[src/rtl/sdram_fsm_pkg.sv]
// Shared SDRAM controller definitions: state codes, pin command codes, mode register
// and default timing. Imported by the sequencer, the refresh timer and the command stage.
package sdram_fsm_pkg;

   localparam int unsigned CntW = 16;

   localparam int unsigned T_POWON_DEF    = 20000;
   localparam int unsigned T_RP_DEF       = 2;
   localparam int unsigned T_RFC_DEF      = 7;
   localparam int unsigned T_MRD_DEF      = 2;
   localparam int unsigned T_RCD_DEF      = 2;
   localparam int unsigned CL_DEF         = 3;
   localparam int unsigned BL_DEF         = 2;
   localparam int unsigned T_DAL_DEF      = 4;
   localparam int unsigned REF_PERIOD_DEF = 780;

   typedef enum logic [4:0] {
      I_POWON    = 5'd0,
      I_PRE_CMD  = 5'd1,
      I_PRE_TRP  = 5'd2,
      I_AR0_CMD  = 5'd3,
      I_AR0_TRFC = 5'd4,
      I_AR1_CMD  = 5'd5,
      I_AR1_TRFC = 5'd6,
      I_MRS_CMD  = 5'd7,
      I_TMRD     = 5'd8,
      I_DONE     = 5'd9
   } init_state_e;

   typedef enum logic [4:0] {
      S_IDLE        = 5'd0,
      S_RAS_ACTIVE  = 5'd1,
      S_TRCD        = 5'd2,
      S_RD_CMD      = 5'd3,
      S_CL          = 5'd4,
      S_RD_DATA     = 5'd5,
      S_R_PRECHARGE = 5'd6,
      S_RWAIT       = 5'd7,
      S_WR_CMD      = 5'd8,
      S_WR_DATA     = 5'd9,
      S_TDAL        = 5'd10,
      S_AR          = 5'd11,
      S_TRFC        = 5'd12
   } work_state_e;

   // {cs_n, ras_n, cas_n, we_n}
   typedef logic [3:0] cmd_t;
   localparam cmd_t CMD_INHIBIT   = 4'b1111;
   localparam cmd_t CMD_NOP       = 4'b0111;
   localparam cmd_t CMD_ACTIVE    = 4'b0011;
   localparam cmd_t CMD_READ      = 4'b0101;
   localparam cmd_t CMD_WRITE     = 4'b0100;
   localparam cmd_t CMD_BSTOP     = 4'b0110;
   localparam cmd_t CMD_PRECHARGE = 4'b0010;
   localparam cmd_t CMD_AREF      = 4'b0001;
   localparam cmd_t CMD_LMR       = 4'b0000;

   // Programmed burst writes, CL = 3, sequential, BL = 2.
   localparam logic [12:0] MODE_REGISTER = {3'b000, 1'b0, 2'b00, 3'b011, 1'b0, 3'b001};

   function automatic logic cnt_last(input logic [CntW-1:0] cnt, input int unsigned n);
      return cnt == CntW'(n - 1);
   endfunction

   function automatic logic mode_matches(input int unsigned cl, input int unsigned bl);
      return (MODE_REGISTER[6:4] == 3'(cl)) && ((32'd1 << MODE_REGISTER[2:0]) == bl);
   endfunction

   function automatic cmd_t init_cmd(input init_state_e s);
      case (s)
         I_POWON:              return CMD_INHIBIT;
         I_PRE_CMD:            return CMD_PRECHARGE;
         I_AR0_CMD, I_AR1_CMD: return CMD_AREF;
         I_MRS_CMD:            return CMD_LMR;
         default:              return CMD_NOP;
      endcase
   endfunction

   // Writes use auto-precharge; reads close the row explicitly.
   function automatic cmd_t work_cmd(input work_state_e s);
      case (s)
         S_RAS_ACTIVE:  return CMD_ACTIVE;
         S_RD_CMD:      return CMD_READ;
         S_WR_CMD:      return CMD_WRITE;
         S_R_PRECHARGE: return CMD_PRECHARGE;
         S_AR:          return CMD_AREF;
         default:       return CMD_NOP;
      endcase
   endfunction

endpackage

[src/rtl/sdram_ref_timer.sv]
// Periodic auto-refresh request generator: wrapping interval counter plus a single
// pending flag that the sequencer clears when it starts the refresh.
module sdram_ref_timer
   import sdram_fsm_pkg::*;
#(
   parameter int unsigned REF_PERIOD = REF_PERIOD_DEF
) (
   input  logic clk,
   input  logic rst,
   input  logic run_i,
   input  logic clr_i,
   output logic ref_pending_o
);

   localparam int unsigned TW = (REF_PERIOD > 1) ? $clog2(REF_PERIOD) : 1;

   logic [TW-1:0] timer_q, timer_d;
   logic          pending_q, pending_d;
   logic          wrap;

   always_comb begin
      wrap    = run_i && (timer_q == TW'(REF_PERIOD - 1));
      timer_d = timer_q;
      if (run_i) begin
         timer_d = wrap ? '0 : timer_q + 1'b1;
      end
      // A new request landing on the clear cycle must not be lost.
      pending_d = pending_q;
      if (clr_i) begin
         pending_d = 1'b0;
      end
      if (wrap) begin
         pending_d = 1'b1;
      end
   end

   always_ff @(posedge clk) begin
      if (rst) begin
         timer_q   <= '0;
         pending_q <= 1'b0;
      end else begin
         timer_q   <= timer_d;
         pending_q <= pending_d;
      end
   end

   assign ref_pending_o = pending_q;

endmodule

[src/rtl/sdram_fsm.sv]
// SDRAM sequencing core: power-up init chain, then refresh/write/read arbitration and
// row/column timing. The command stage turns the state codes into pins one cycle later.
module sdram_fsm
   import sdram_fsm_pkg::*;
#(
   parameter int unsigned T_POWON    = T_POWON_DEF,
   parameter int unsigned T_RP       = T_RP_DEF,
   parameter int unsigned T_RFC      = T_RFC_DEF,
   parameter int unsigned T_MRD      = T_MRD_DEF,
   parameter int unsigned T_RCD      = T_RCD_DEF,
   parameter int unsigned CL         = CL_DEF,
   parameter int unsigned BL         = BL_DEF,
   parameter int unsigned T_DAL      = T_DAL_DEF,
   parameter int unsigned REF_PERIOD = REF_PERIOD_DEF
) (
   input  logic       clk,
   input  logic       rst,
   input  logic       sys_wr_req,
   input  logic       sys_rd_req,
   output logic       sys_wr_ack,
   output logic       sys_rd_ack,
   output logic [4:0] init_state,
   output logic [4:0] work_state,
   output logic       sdram_r_wn,
   output logic       init_done,
   output logic       sdram_wr_en,
   output logic       sdram_rd_valid
);

   init_state_e     init_q, init_d;
   work_state_e     work_q, work_d;
   logic [CntW-1:0] cnt_q, cnt_d;
   logic            r_wn_q, r_wn_d;
   logic            wr_en_q, wr_en_d;
   logic            ref_pending;
   logic            ref_clr;
   logic            run_work;

   assign run_work = (init_q == I_DONE);

   sdram_ref_timer #(
      .REF_PERIOD(REF_PERIOD)
   ) u_ref_timer (
      .clk          (clk),
      .rst          (rst),
      .run_i        (run_work),
      .clr_i        (ref_clr),
      .ref_pending_o(ref_pending)
   );

   always_comb begin
      init_d = init_q;
      unique case (init_q)
         I_POWON:    if (cnt_last(cnt_q, T_POWON)) init_d = I_PRE_CMD;
         I_PRE_CMD:  init_d = I_PRE_TRP;
         I_PRE_TRP:  if (cnt_last(cnt_q, T_RP)) init_d = I_AR0_CMD;
         I_AR0_CMD:  init_d = I_AR0_TRFC;
         I_AR0_TRFC: if (cnt_last(cnt_q, T_RFC)) init_d = I_AR1_CMD;
         I_AR1_CMD:  init_d = I_AR1_TRFC;
         I_AR1_TRFC: if (cnt_last(cnt_q, T_RFC)) init_d = I_MRS_CMD;
         I_MRS_CMD:  init_d = I_TMRD;
         I_TMRD:     if (cnt_last(cnt_q, T_MRD)) init_d = I_DONE;
         I_DONE:     init_d = I_DONE;
         default:    init_d = I_POWON;
      endcase
   end

   always_comb begin
      work_d = work_q;
      r_wn_d = r_wn_q;
      if (!run_work) begin
         work_d = S_IDLE;
      end else begin
         unique case (work_q)
            S_IDLE: begin
               if (ref_pending) begin
                  work_d = S_AR;
               end else if (sys_wr_req) begin
                  work_d = S_RAS_ACTIVE;
                  r_wn_d = 1'b0;
               end else if (sys_rd_req) begin
                  work_d = S_RAS_ACTIVE;
                  r_wn_d = 1'b1;
               end
            end
            S_RAS_ACTIVE:  work_d = S_TRCD;
            S_TRCD: begin
               if (cnt_last(cnt_q, T_RCD - 1)) work_d = r_wn_q ? S_RD_CMD : S_WR_CMD;
            end
            S_RD_CMD:      work_d = S_CL;
            S_CL:          if (cnt_last(cnt_q, CL)) work_d = S_RD_DATA;
            S_RD_DATA:     if (cnt_last(cnt_q, BL)) work_d = S_R_PRECHARGE;
            S_R_PRECHARGE: work_d = S_RWAIT;
            S_RWAIT:       if (cnt_last(cnt_q, T_RP)) work_d = S_IDLE;
            S_WR_CMD:      work_d = (BL > 1) ? S_WR_DATA : S_TDAL;
            S_WR_DATA:     if (cnt_last(cnt_q, BL - 1)) work_d = S_TDAL;
            S_TDAL:        if (cnt_last(cnt_q, T_DAL)) work_d = S_IDLE;
            S_AR:          work_d = S_TRFC;
            S_TRFC:        if (cnt_last(cnt_q, T_RFC)) work_d = S_IDLE;
            default:       work_d = S_IDLE;
         endcase
      end
      ref_clr = (work_q == S_IDLE) && (work_d == S_AR);
   end

   // Init and work timed states never overlap, so one counter serves both.
   always_comb begin
      if ((init_d != init_q) || (work_d != work_q)) begin
         cnt_d = '0;
      end else begin
         cnt_d = cnt_q + 1'b1;
      end
      wr_en_d = (work_q == S_WR_CMD) || (work_q == S_WR_DATA);
   end

   always_ff @(posedge clk) begin
      if (rst) begin
         init_q  <= I_POWON;
         work_q  <= S_IDLE;
         cnt_q   <= '0;
         r_wn_q  <= 1'b1;
         wr_en_q <= 1'b0;
      end else begin
         init_q  <= init_d;
         work_q  <= work_d;
         cnt_q   <= cnt_d;
         r_wn_q  <= r_wn_d;
         wr_en_q <= wr_en_d;
      end
   end

   assign init_state     = init_q;
   assign work_state     = work_q;
   assign init_done      = (init_q == I_DONE);
   // Follows the grant already in S_IDLE so the address register is right in S_RAS_ACTIVE.
   assign sdram_r_wn     = r_wn_d;
   assign sys_wr_ack     = (work_q == S_WR_CMD);
   assign sys_rd_ack     = (work_q == S_RD_CMD);
   assign sdram_wr_en    = wr_en_q;
   assign sdram_rd_valid = (work_q == S_RD_DATA);

endmodule

[config.mk]
export PLATFORM = sky130hd
export DESIGN_NAME = sdram_fsm
export DESIGN_NICKNAME = d
export VERILOG_FILES = /design/src/rtl/sdram_fsm_pkg.sv /design/src/rtl/sdram_ref_timer.sv /design/src/rtl/sdram_fsm.sv
export SDC_FILE = /design/constraint.sdc
export NUM_CORES = 1
export LEC_CHECK = 0
export ABC_AREA = 1
export ABC_CLOCK_PERIOD_IN_PS = 5700
export BUFFER_PORTS_ARGS = -buffer_cell sky130_fd_sc_hd__buf_2
export CORE_UTILIZATION = 50
export CTS_CLUSTER_DIAMETER = 80
export DETAILED_ROUTE_END_ITERATION = 8
export GPL_TIMING_DRIVEN = 0
export PLACE_DENSITY = 0.75
export SYNTH_ARGS = -nofsm -noshare
export SYNTH_HDL_FRONTEND = slang
export SYNTH_SLANG_ARGS = --single-unit
[constraint.sdc]
create_clock -name clk -period 5.7 [get_ports clk]
set_clock_uncertainty 0.1 [all_clocks]
set_input_delay 0.57 -clock clk [delete_from_list [all_inputs] [get_ports clk]]
set_output_delay 0.57 -clock clk [all_outputs]
set_load 0.02 [all_outputs]
== Word-level counts from Yosys, hierarchy flattened ==
Cells that the tools add are included.

* Bits in registers: 39
* Input port bits: 4
* Word-level logic and storage cells: 75

* Add/sub/neg operators: 2
* Equality and inequality tests: 30
* Muxes and demuxes: 27
* Reduce and logical (&&, ||, !) cells: 9

{| class="wikitable"
|+ Operator list
! operator !! count
|-
| $mux W5 || 16
|-
| $pmux W5 S13 || 1
|-
| $pmux W5 S10 || 1
|-
| $eq A5 B3 Y1 const B || 8
|-
| $eq A5 B4 Y1 const B || 8
|-
| $eq A16 B2 Y1 const B || 2
|-
| $eq A5 B2 Y1 const B || 4
|-
| $add A16 B1 Y16 const B || 1
|-
| $eq A16 B1 Y1 const B || 1
|-
| $eq A16 B15 Y1 const B || 1
|-
| $eq A16 B3 Y1 const B || 1
|-
| $logic_not A16 Y1 || 1
|-
| $add A10 B1 Y10 const B || 1
|-
| $eq A10 B10 Y1 const B || 1
|-
| $eq A5 B1 Y1 const B || 2
|-
| $logic_not A5 Y1 || 2
|-
| $mux W10 || 1
|-
| $ne A5 B5 Y1 || 2
|-
| $mux W1 || 7
|-
| $mux W4 || 1
|-
| $logic_and A1 B1 Y1 || 2
|-
| $logic_or A1 B1 Y1 || 2
|-
| $reduce_bool A2 Y1 || 1
|-
| $reduce_or A2 Y1 || 1
|}

== Depth between registers and ports, before layout ==
Gate-level depths: netlist of run 1.

* Depth after elaboration: 9
* Depth in mapped cells: 16
* Gate-level depth less buffers: 14

== By module ==
Synthesis of run 1 repeated with hierarchy kept, for this count alone.

* Cell total of the unflattened synthesis: 359
* Area, all modules: 2551.2 µm²

{| class="wikitable"
|+ By module, submodules not included
! module !! instances !! cells an instance !! area an instance (µm²) !! seq. area each (µm²)
|-
| sdram_fsm || 1 || 280 || 1979.4 || 560.5
|-
| sdram_ref_timer || 1 || 79 || 571.8 || 220.2
|}

== Worst setup path before layout of run 1 ==
OpenSTA, ideal clock, no wires.

* Path kind: reg2out
* Start point: register init_q[0] (netlist: init_state[0])
* End point: output port sdram_r_wn
* Data arrival time: 1709 ps
* Data required time: 5030 ps
* Slack: 3321 ps
* Cell stages (with the launch flop): 10
* Cells stage by stage: dfxtp_1 inv_2 nor3_4 nand2_4 clkinv_1 buf_2 nand3_1 o21ai_0 o21ai_0 inv_1

* Longest elaborated chain between the ends: 2

{| class="wikitable"
|+ Ends and longest elaborated chain
! what !! RTL line !! text
|-
| from (decl) || sdram_fsm.sv:30 || <nowiki>init_state_e init_q, init_d;</nowiki>
|-
| from (signal assigned) || sdram_fsm.sv:124 || <nowiki>init_q <= init_d;</nowiki>
|-
| $eq A5 B4 Y1 || -- ||
|-
| net init_done || sdram_fsm.sv:25 || <nowiki>output logic init_done,</nowiki>
|-
| $mux W1 || sdram_fsm.sv:71 || <nowiki>if (!run_work) begin</nowiki>
|-
| to (decl) || sdram_fsm.sv:24 || <nowiki>output logic sdram_r_wn,</nowiki>
|}

The timed path passes the listed nets, and every way through them passes these cells.

== Final worst setup path of run 1 ==
* Start point: register init_q[0] (netlist: init_state[0])
* End point: output port sdram_r_wn

* Longest elaborated chain between the ends: 2

{| class="wikitable"
|+ Ends and longest elaborated chain
! what !! RTL line !! text
|-
| $eq A5 B4 Y1 || sdram_fsm.sv:39 || <nowiki>assign run_work = (init_q == I_DONE);</nowiki>
|-
| $mux W1 || sdram_fsm.sv:71 ||
|}

Every way passes these cells.

==> impl_metrics.yaml, run 1 <==
run_status:
  status: "finished, final reports clean"
detailed_routing:
  drc_errors: 0
  wirelength_microns: 5107
  drt-pass1-iter-count: 4
  num_vias: 2318
  drt_iter0_drc: 203
  via_per_inst: 5.028
  drtAntennaViolNets: 0
  routedWlPerCell_microns: 11.08
layout:
  layout.nets: 402
  layout_common_cells: "82 x nand2_1, 48 x inv_1, 46 x nor2_1"
  synthToLayoutAreaGrowth_pct: 12.73
  drive_above_1_share: 0.2005
  final_common_cell: "nand2_1"
  n_fill_cell: 461
  antenna_cells: 0
synth:
  synthTopCellsByArea: "dfxtp_1 31%, nand2_1 12%, inv_1 7.1%, nor2_1 6.8%, nor3_2 5.9%"
  synth-warning-count: 0
  synth_top_area_cell: "dfxtp_1"
  synth_cell_types: 38
  seq_area_frac_synth: 0.3078
  synth_flop_cell: "dfxtp_1"
  syn_area_per_cell_sq_um: 6.929
  synth_edf_count: 0
  syn_inst: 366
  netlist_area_sq_um: 2536
  ys_seq_elements: 39
  synthArstFlopShare: 0
  synth_top_area_share: 0.3078
run:
  drv_cap: 0
die:
  core_area_sq_um: 4817
  die_height_microns: 73.22
  die-width_microns: 73.22
  rows: 25
  start_util: 0.5265
  io_pins: 20
  dieArea_sq_um: 5361
clock_tree:
  clkLatencyLatePin_ps: 300
  cts_resized: 0
  root_buffer: "clkbuf_8"
  ctsLongestPathBuffers: 2
  clkSinkCount: 39
  cts_made_buffers: 5
  tritoncts: "built"
  hold_buffers: 0
  htree_levels: 2
  clk_pin_slew_worst_paths_ps: 90
  cts_setup_buffers: 0
global_route:
  grt.overflow.total: 0
  grt_first_pass_wirelength_microns: 8707
  antenna_found_initial: 0
  grt_pass1_vias: 1951
  grt_max_degree: 15
  grtUsageTotal: 0.2103
critical_path:
  crit_type: "reg -> out"
  required_ps: 5030
  end_kind: "output port"
  crit_arrival_ps: 2150
  crit_fanout: 10
  start_kind: "flop"
placed_design:
  io_buffers: 19
  gp_congestion: 0.8932
  dpl.hpwl_microns: 3883
power:
  p_leak_nw: 1.271
  max-vdd-ir-drop_v: 0.0001359
  power_density_nw_per_um2: 203.4
timing:
  setup_viol: 0
  min_period_over_period: 0.4940
  slew_viol_final: 0
  hold_violations: 0
  period_minus_slack_ps: 2816
  max_freq_ghz: 0.3551
  whs_ps: 389.6
  tns_ps: 0
  rsz0062_at_grt: "false"
worst_hold_path:
  hp-class: "reg -> reg"
[state kept, by name, indices dropped and copies added, names as in the netlist]
| signal | flops |
|---|---|
| work_state | 5 |
| cnt_q | 16 |
| u_ref_timer.ref_pending_o | 1 |
| init_state | 5 |
| u_ref_timer.timer_q | 10 |
| sdram_wr_en | 1 |
| r_wn_q | 1 |
[layer usage]
metal,GRT usage,wire length [microns],vias up
li1,-,-,1221
met1,0.2973,2491,1023
met2,0.3107,2214,64
met3,0.04420,310,10
met4,0.08279,91,0
met5,0,0,-
[metrics by stage]
stage                     instances  worst slack [ps]  utilization  total power [mW]  instance area [sq um]
after global routing            461              2694       0.5935            0.6002                   2859
after CTS                       461              2862       0.5935            0.5864                   2859
final                           461              2884       0.5935            0.5815                   2859
after detailed placement        453              3205       0.5644            0.3013                   2719
after global placement          453              3233       0.5644            0.3011                   2719
after floorplan                 367              3321            -            0.2956                   2540
[report_power, final]
| part | internal (mW) | leakage, nW | switching, mW | total [mW] |
|---|---|---|---|---|
| Sequential | 0.273 | 0.315 | 0.00205 | 0.275 |
| Clock | 0.178 | 0.0703 | 0.109 | 0.286 |
| Combinational | 0.00648 | 0.886 | 0.0132 | 0.0197 |
| Total | 0.457 | 1.27 | 0.124 | 0.581 |
[logic make-up after synthesis]
logic type	share of synthesized area
adders and majority gates	0.02467
DFF	0.3078
other	0.001479
and+or+nand+nor	0.4642
xor gates and xnor gates	0.04835
buffers and inverters	0.09866
AOI/OAI and AO/OA	0.05476
[cell usage after synthesis, types with 2 or more instances]
cell	number
nand2_1	82
inv_1	48
nor2_1	46
dfxtp_1	39
nand3_1	23
nor3_2	15
nand4_1	11
a21oi_1	9
nor3_1	9
nor2_2	8
o21ai_0	8
xor2_1	8
xnor2_1	6
ha_1	5
inv_2	5
nand2_2	5
nand3_2	4
nor2_4	4
nor4_1	4
buf_6	3
buf_2	2
nand3b_1	2
nor3_4	2
nor3b_1	2
o21ai_1	2
o21bai_1	2
[final timing paths]
kind / slack, ps / depth (start not counted) / endpoint / startpoint
worst max register to register: 3510 / 15 / cnt_q[8] / cnt_q[0]
worst min-delay path: 390 / 2 / u_ref_timer.timer_q[9] / u_ref_timer.timer_q[9]
worst max-delay path: 2880 / 10 / sdram_r_wn / init_state[0]
worst min register to register: 390 / 2 / u_ref_timer.timer_q[9] / u_ref_timer.timer_q[9]
[critical path, cell delays in order (launching register included)]
cell and delay, ps:
dfxtp_1 450, inv_2 100, nor3_4 210, nand2_4 150, clkinv_1 110, buf_2 230
nand3_1 110, o21ai_0 140, o21ai_0 130, inv_1 60, buf_2 150
[layout make-up]
class                      count  area, sq um  share of cell area
buffer                         6        47.55             0.01663
clock inverter                 3        71.32             0.02495
inverter                      54        202.7             0.07090
sequential                    39        780.7              0.2731
timing repair buffer          19        95.09             0.03326
clock buffer                   5        68.82             0.02407
tap                           67        83.83             0.02932
multi-input combinational    268         1509              0.5278
Power figures use the tool's default switching activity.
==> inputs of run 2 (changes only) <==
Settings changed: ABC_CLOCK_PERIOD_IN_PS 5700 to 2500, PLACE_DENSITY 0.75 to 0.78.
Clock period 5.7 ns to 2.5 ns, I/O delays scaled along.
==> run 2 against run 1 <==
Compared with the run above:
- sequential power grew 130%
- design area shrank 1.6%
- flip-flop and latch count is the same
- combinational power grew 130%
- sequential share of layout area grew 0.48 points
- global-route usage grew 0.39 points
- clock power grew 42%
- register-to-register slack lost 3200 ps
- worst setup slack lost 2700 ps
==> impl_metrics.yaml, run 2 (synthesis results as in run 1) <==
detailed_routing:
  num_vias: 2349
  via_per_inst: 5.084
  routedWlPerCell_microns: 11.22
  drt_iter0_drc: 201
  wirelength_microns: 5185
  drt-pass1-iter-count: 5
  drc_errors: 0
  drtAntennaViolNets: 0
critical_path:
  required_ps: 2150
  crit_fanout: 10
  r2r_end: "cnt_q[10]"
  start_kind: "flop"
  crit_type: "reg -> out"
  crit_end: "sdram_r_wn"
  r2r_cells: 15
  r2r-start: "cnt_q[0]"
  end_kind: "output port"
  rrSetupSlack_ps: 270
  crit_start: "init_state[0]"
  crit_arrival_ps: 1980
die:
  io_pins: 20
  start_util: 0.5265
  core_area_sq_um: 4817
  rows: 25
  dieArea_sq_um: 5361
  die-width_microns: 73.22
  die_height_microns: 73.22
global_route:
  grt.overflow.total: 0
  grt_first_pass_wirelength_microns: 8852
  antenna_found_initial: 0
  grt_pass1_vias: 2100
  grtUsageTotal: 0.2142
  grt_max_degree: 12
timing:
  max_freq_ghz: 0.4290
  hold_violations: 0
  worst_slack_ps: 169.1
  setup_viol: 0
  period_minus_slack_ps: 2331
  min_period_over_period: 0.9324
  tns_ps: 0
  slew_viol_final: 0
layout:
  largest_reg_flops: 16
  synthToLayoutAreaGrowth_pct: 10.95
  n_fill_cell: 472
  drive_above_1_share: 0.2025
  top_regs: "cnt_q (16), u_ref_timer.timer_q (10)"
  layout.nets: 403
  largest_register: "cnt_q"
  final_common_cell: "nand2_1"
  layout_common_cells: "82 x nand2_1, 48 x inv_1, 45 x nor2_1"
  fin_area_sq_um: 2814
  antenna_cells: 0
worst_hold_path:
  hp-class: "in -> reg"
clock_tree:
  tritoncts: "built"
  ctsLongestPathBuffers: 2
  htree_levels: 2
  cts_made_buffers: 5
  clk_pin_slew_worst_paths_ps: 70
  clkSinkCount: 39
  root_buffer: "clkbuf_8"
  clkLatencyLatePin_ps: 290
  hold_buffers: 0
power:
  p_leak_nw: 1.249
  power_mw: 1.079
  power_density_nw_per_um2: 383.5
  p_int_mw: 0.8338
  max-vdd-ir-drop_v: 0.0003001
  pwr-share-comb: 0.042
  seq_power_share: 0.582
  net-switching-power_mw: 0.2453
  clkPwrFrac: 0.376
  swShare: 0.2273
placed_design:
  dpl_cell_area_sq_um: 2719
  pre_cts_ws_ps: 309.7
  dpl.hpwl_microns: 4065
  gp_congestion: 0.9377
  io_buffers: 19
run_status:
  status: "finished, final reports clean"
run:
  drv_cap: 0
-- run 2: cell count changes in the layout (fill, tap and decap cells not counted), moves of 2 or more --
cell,change
buf_4,+2
bufinv_16,-2
clkbuf_1,+2
o21ai_0,-2
o21ai_1,+2
-- run 2: worst min path at each step --
stage          cells past startpoint                 startpoint                         to  slack [ps]
2_1_floorplan                      1     u_ref_timer.timer_q[8]     u_ref_timer.timer_q[8]         350
3_3_place_gp                       2  u_ref_timer.ref_pending_o  u_ref_timer.ref_pending_o         370
3_5_place_dp                       2  u_ref_timer.ref_pending_o  u_ref_timer.ref_pending_o         370
4_1_cts                            4                 sys_wr_req                     r_wn_q         210
5_1_grt                            4                 sys_wr_req                     r_wn_q         200
6_report                           4                 sys_wr_req                     r_wn_q         180
-- run 2: stage by stage --
step	utilization	instances	hold WS, ps
2_1_floorplan	-	367	346.9
3_5_place_dp	0.5644	453	372.7
6_report	0.5842	462	177.9
5_1_grt	0.5842	462	198.0
3_3_place_gp	0.5644	453	366.8
4_1_cts	0.5813	461	212.9
-- run 2: per-layer routing --
layer | track usage | vias to the layer above | routed length (microns)
li1 | - | 1224 | -
met1 | 0.2799 | 1059 | 2425
met3 | 0.04696 | 9 | 279
met2 | 0.3385 | 57 | 2385
met4 | 0.09368 | 0 | 93
met5 | 0 | - | 0
-- run 2: layout make-up --
class,instances,area [sq um],area share
clock buffer,7,76.32,0.02712
timing repair buffer,20,102.6,0.03646
multi-input combinational,268,1511,0.5371
sequential,39,782.0,0.2779
buffer,6,50.05,0.01779
clock inverter,1,5.005,0.001779
inverter,54,202.7,0.07203
tap,67,83.83,0.02979
-- run 2: worst max-delay path: stages, from the launching register on --
cell and delay, ps:
dfxtp_2 390, inv_2 80, nor3_4 250, nand2_4 140, clkinv_1 110, buf_4 180, nand3_1 100, o21ai_1 120
o21ai_1 100, inv_1 60, buf_2 150
-- run 2: power by group through the flow --
stage	Clock (mW)	Combinational, mW	Sequential [mW]
after floorplan	0	0.0307	0.643
after global placement	0	0.0443	0.642
after detailed placement	0	0.0451	0.642
after CTS	0.422	0.0451	0.628
after global routing	0.445	0.0504	0.628
final	0.406	0.0451	0.628
-- run 2: repair_timing --
| action | CTS | global route |
|---|---|---|
| resized for setup | 0 | 6 |
| setup buffers | 0 | 1 |
| setup endpoints to repair | 0 | 1 |
==> inputs of run 3 (changes only) <==
Settings changed: ABC_AREA 1 to default.
==> run 3 against run 2 <==
Compared with the run above:
- the flow now finishes with violations (design-rule violations, negative setup slack)
- sequential power is essentially flat
- flip-flop and latch count did not move
- routed wire length grew 10%
==> impl_metrics.yaml, run 3 <==
critical_path:
  crit_fanout: 6
  rrSetupSlack_ps: -170
  start_kind: "flop"
  required_ps: 2620
  crit_type: "reg -> reg"
  crit_arrival_ps: 2780
  r2r_cells: 8
  end_kind: "flop"
detailed_routing:
  wirelength_microns: 5716
  drt_iter0_drc: 241
  via_per_inst: 5.859
  drt-pass1-iter-count: 6
  drc_errors: 3
  num_vias: 2209
  drtAntennaViolNets: 0
  routedWlPerCell_microns: 15.16
timing:
  worst_slack_ps: -165.2
  min_period_over_period: 1.066
  hold_violations: 0
  setup_viol: 16
  tns_ps: -2154
  slew_viol_final: 0
  rsz0062_at_grt: "true"
  max_freq_ghz: 0.3752
  period_minus_slack_ps: 2665
power:
  net-switching-power_mw: 0.2556
  p_int_mw: 0.8727
  seq_power_share: 0.555
  max-vdd-ir-drop_v: 0.0003318
  swShare: 0.2265
  pwr-share-comb: 0.061
  clkPwrFrac: 0.384
  power_density_nw_per_um2: 378.3
  power_mw: 1.128
  p_leak_nw: 1.112
layout:
  layout_common_cells: "34 x dfxtp_1, 26 x nor2_1, 19 x buf_2"
  top_regs: "cnt_q (16), u_ref_timer.timer_q (10)"
  antenna_cells: 0
  layout.nets: 334
  synthToLayoutAreaGrowth_pct: 24.30
  fin_area_sq_um: 2983
  largest_register: "cnt_q"
  final_common_cell: "dfxtp_1"
  largest_reg_flops: 16
  drive_above_1_share: 0.3200
global_route:
  grt_max_degree: 12
  grt_first_pass_wirelength_microns: 9694
  grtUsageTotal: 0.2417
  grt.overflow.total: 0
  grt_pass1_vias: 2058
  antenna_found_initial: 0
synth:
  synthTopCellsByArea: "dfxtp_1 33%, xor2_1 6.2%, nor3_2 4.2%, nor2_1 4.1%, nand3_1 3.8%"
  synth-warning-count: 0
  seq_area_frac_synth: 0.3253
  synth_top_area_share: 0.3253
  yosysMostFrequentCell: "dfxtp_1"
  netlist_area_sq_um: 2400
  syn_inst: 278
  synth_edf_count: 0
  synthArstFlopShare: 0
  synth_cell_types: 54
  ys_seq_elements: 39
  synth_top_area_cell: "dfxtp_1"
  ys_top_cells_by_count: "39 x dfxtp_1, 26 x nor2_1, 18 x nand3_1, 18 x nor3_1, 17 x xor2_1"
  syn_area_per_cell_sq_um: 8.632
  synth_flop_cell: "dfxtp_1"
worst_hold_path:
  hp-class: "in -> reg"
  hold_path_depth: 3
die:
  io_pins: 20
  core_area_sq_um: 4474
  die-width_microns: 71.28
  rows: 24
  start_util: 0.5364
  die_height_microns: 71.28
  dieArea_sq_um: 5081
placed_design:
  io_buffers: 19
  dpl.hpwl_microns: 3757
  gp_congestion: 0.9046
  dpl_cell_area_sq_um: 2582
clock_tree:
  clkSinkCount: 39
  clkLatencyLatePin_ps: 290
  htree_levels: 2
  root_buffer: "clkbuf_8"
  ctsLongestPathBuffers: 2
  clk_pin_slew_worst_paths_ps: 80
  cts_made_buffers: 5
  tritoncts: "built"
run_status:
  violations: "design-rule violations, negative setup slack"
  status: "finished, violations left"
run:
  drv_cap: 0
-- run 3: metrics by stage --
step	util	hold slack [ps]	instances	worst slack [ps]
after floorplan	-	344.3	279	6.562
after CTS	0.6530	237.8	373	-99.56
after global routing	0.6667	271.8	377	-237.6
after detailed placement	0.5772	365.3	350	-343.1
final	0.6667	244.7	377	-165.2
after global placement	0.5772	357.0	350	-301.4
-- run 3: power by group through the flow --
stage	clock network, mW	logic [mW]	registers [mW]
finish	0.433	0.0690	0.626
global route	0.472	0.0745	0.626
CTS	0.445	0.0643	0.626
detailed placement	0	0.0454	0.642
global placement	0	0.0451	0.641
floorplan	0	0.0309	0.643
-- run 3: metal layers --
metal / part of all wire / wire, microns / global-route usage / vias to the layer above
li1: - / - / - / 1099
met1: 0.45 / 2566 / 0.3078 / 1034
met2: 0.49 / 2818 / 0.4127 / 67
met3: 0.045 / 258 / 0.04501 / 9
met4: 0.013 / 72 / 0.08000 / 0
met5: 0 / 0 / 0 / -
-- run 3: area by class of cell --
class,count,area [sq um]
flip-flops and latches,39,789.5
inverters,10,40.04
multi-input cells,215,1574
plain buffers,15,142.6
clock buffers,6,82.58
clock inverters,1,5.005
repair buffers,39,284.0
well taps,52,65.06
fillers,382,1491
-- run 3: what timing repair did --
action | CTS | global route
setup buffers | 14 | 4
setup endpoints to repair | 16 | 18
hold buffers | 0 | 0
gates cloned | 2 | 0
pin swaps | 21 | 4
gates resized for setup | 30 | 7
-- run 3: kinds of logic after synthesis --
| group | after synthesis | share of synthesized area |
|---|---|---|
| AOI/OAI and AO/OA | 36 | 0.1048 |
| xor gates and xnor gates | 25 | 0.09124 |
| adders and majority gates | 5 | 0.02607 |
| buffers and inverters | 25 | 0.07351 |
| DFF | 39 | 0.3253 |
| muxes | 1 | 0.004171 |
| other | 1 | 0.001563 |
| and+or+nand+nor | 146 | 0.3733 |
-- run 3: critical path, stage by stage (launching register included) --
cell and delay [ps]:
dfxtp_2 350, or4_4 560, nor4_4 350, mux2i_2 320
nor4_4 70, buf_4 160, o311a_4 380, buf_8 160
nor3_2 150
-- run 3: final timing paths --
check | start | end
setup / recovery | cnt_q[6] | cnt_q[13]
hold / removal | sys_wr_req | r_wn_q
setup reg to reg | cnt_q[6] | cnt_q[13]
hold reg to reg | u_ref_timer.timer_q[1] | u_ref_timer.timer_q[1]
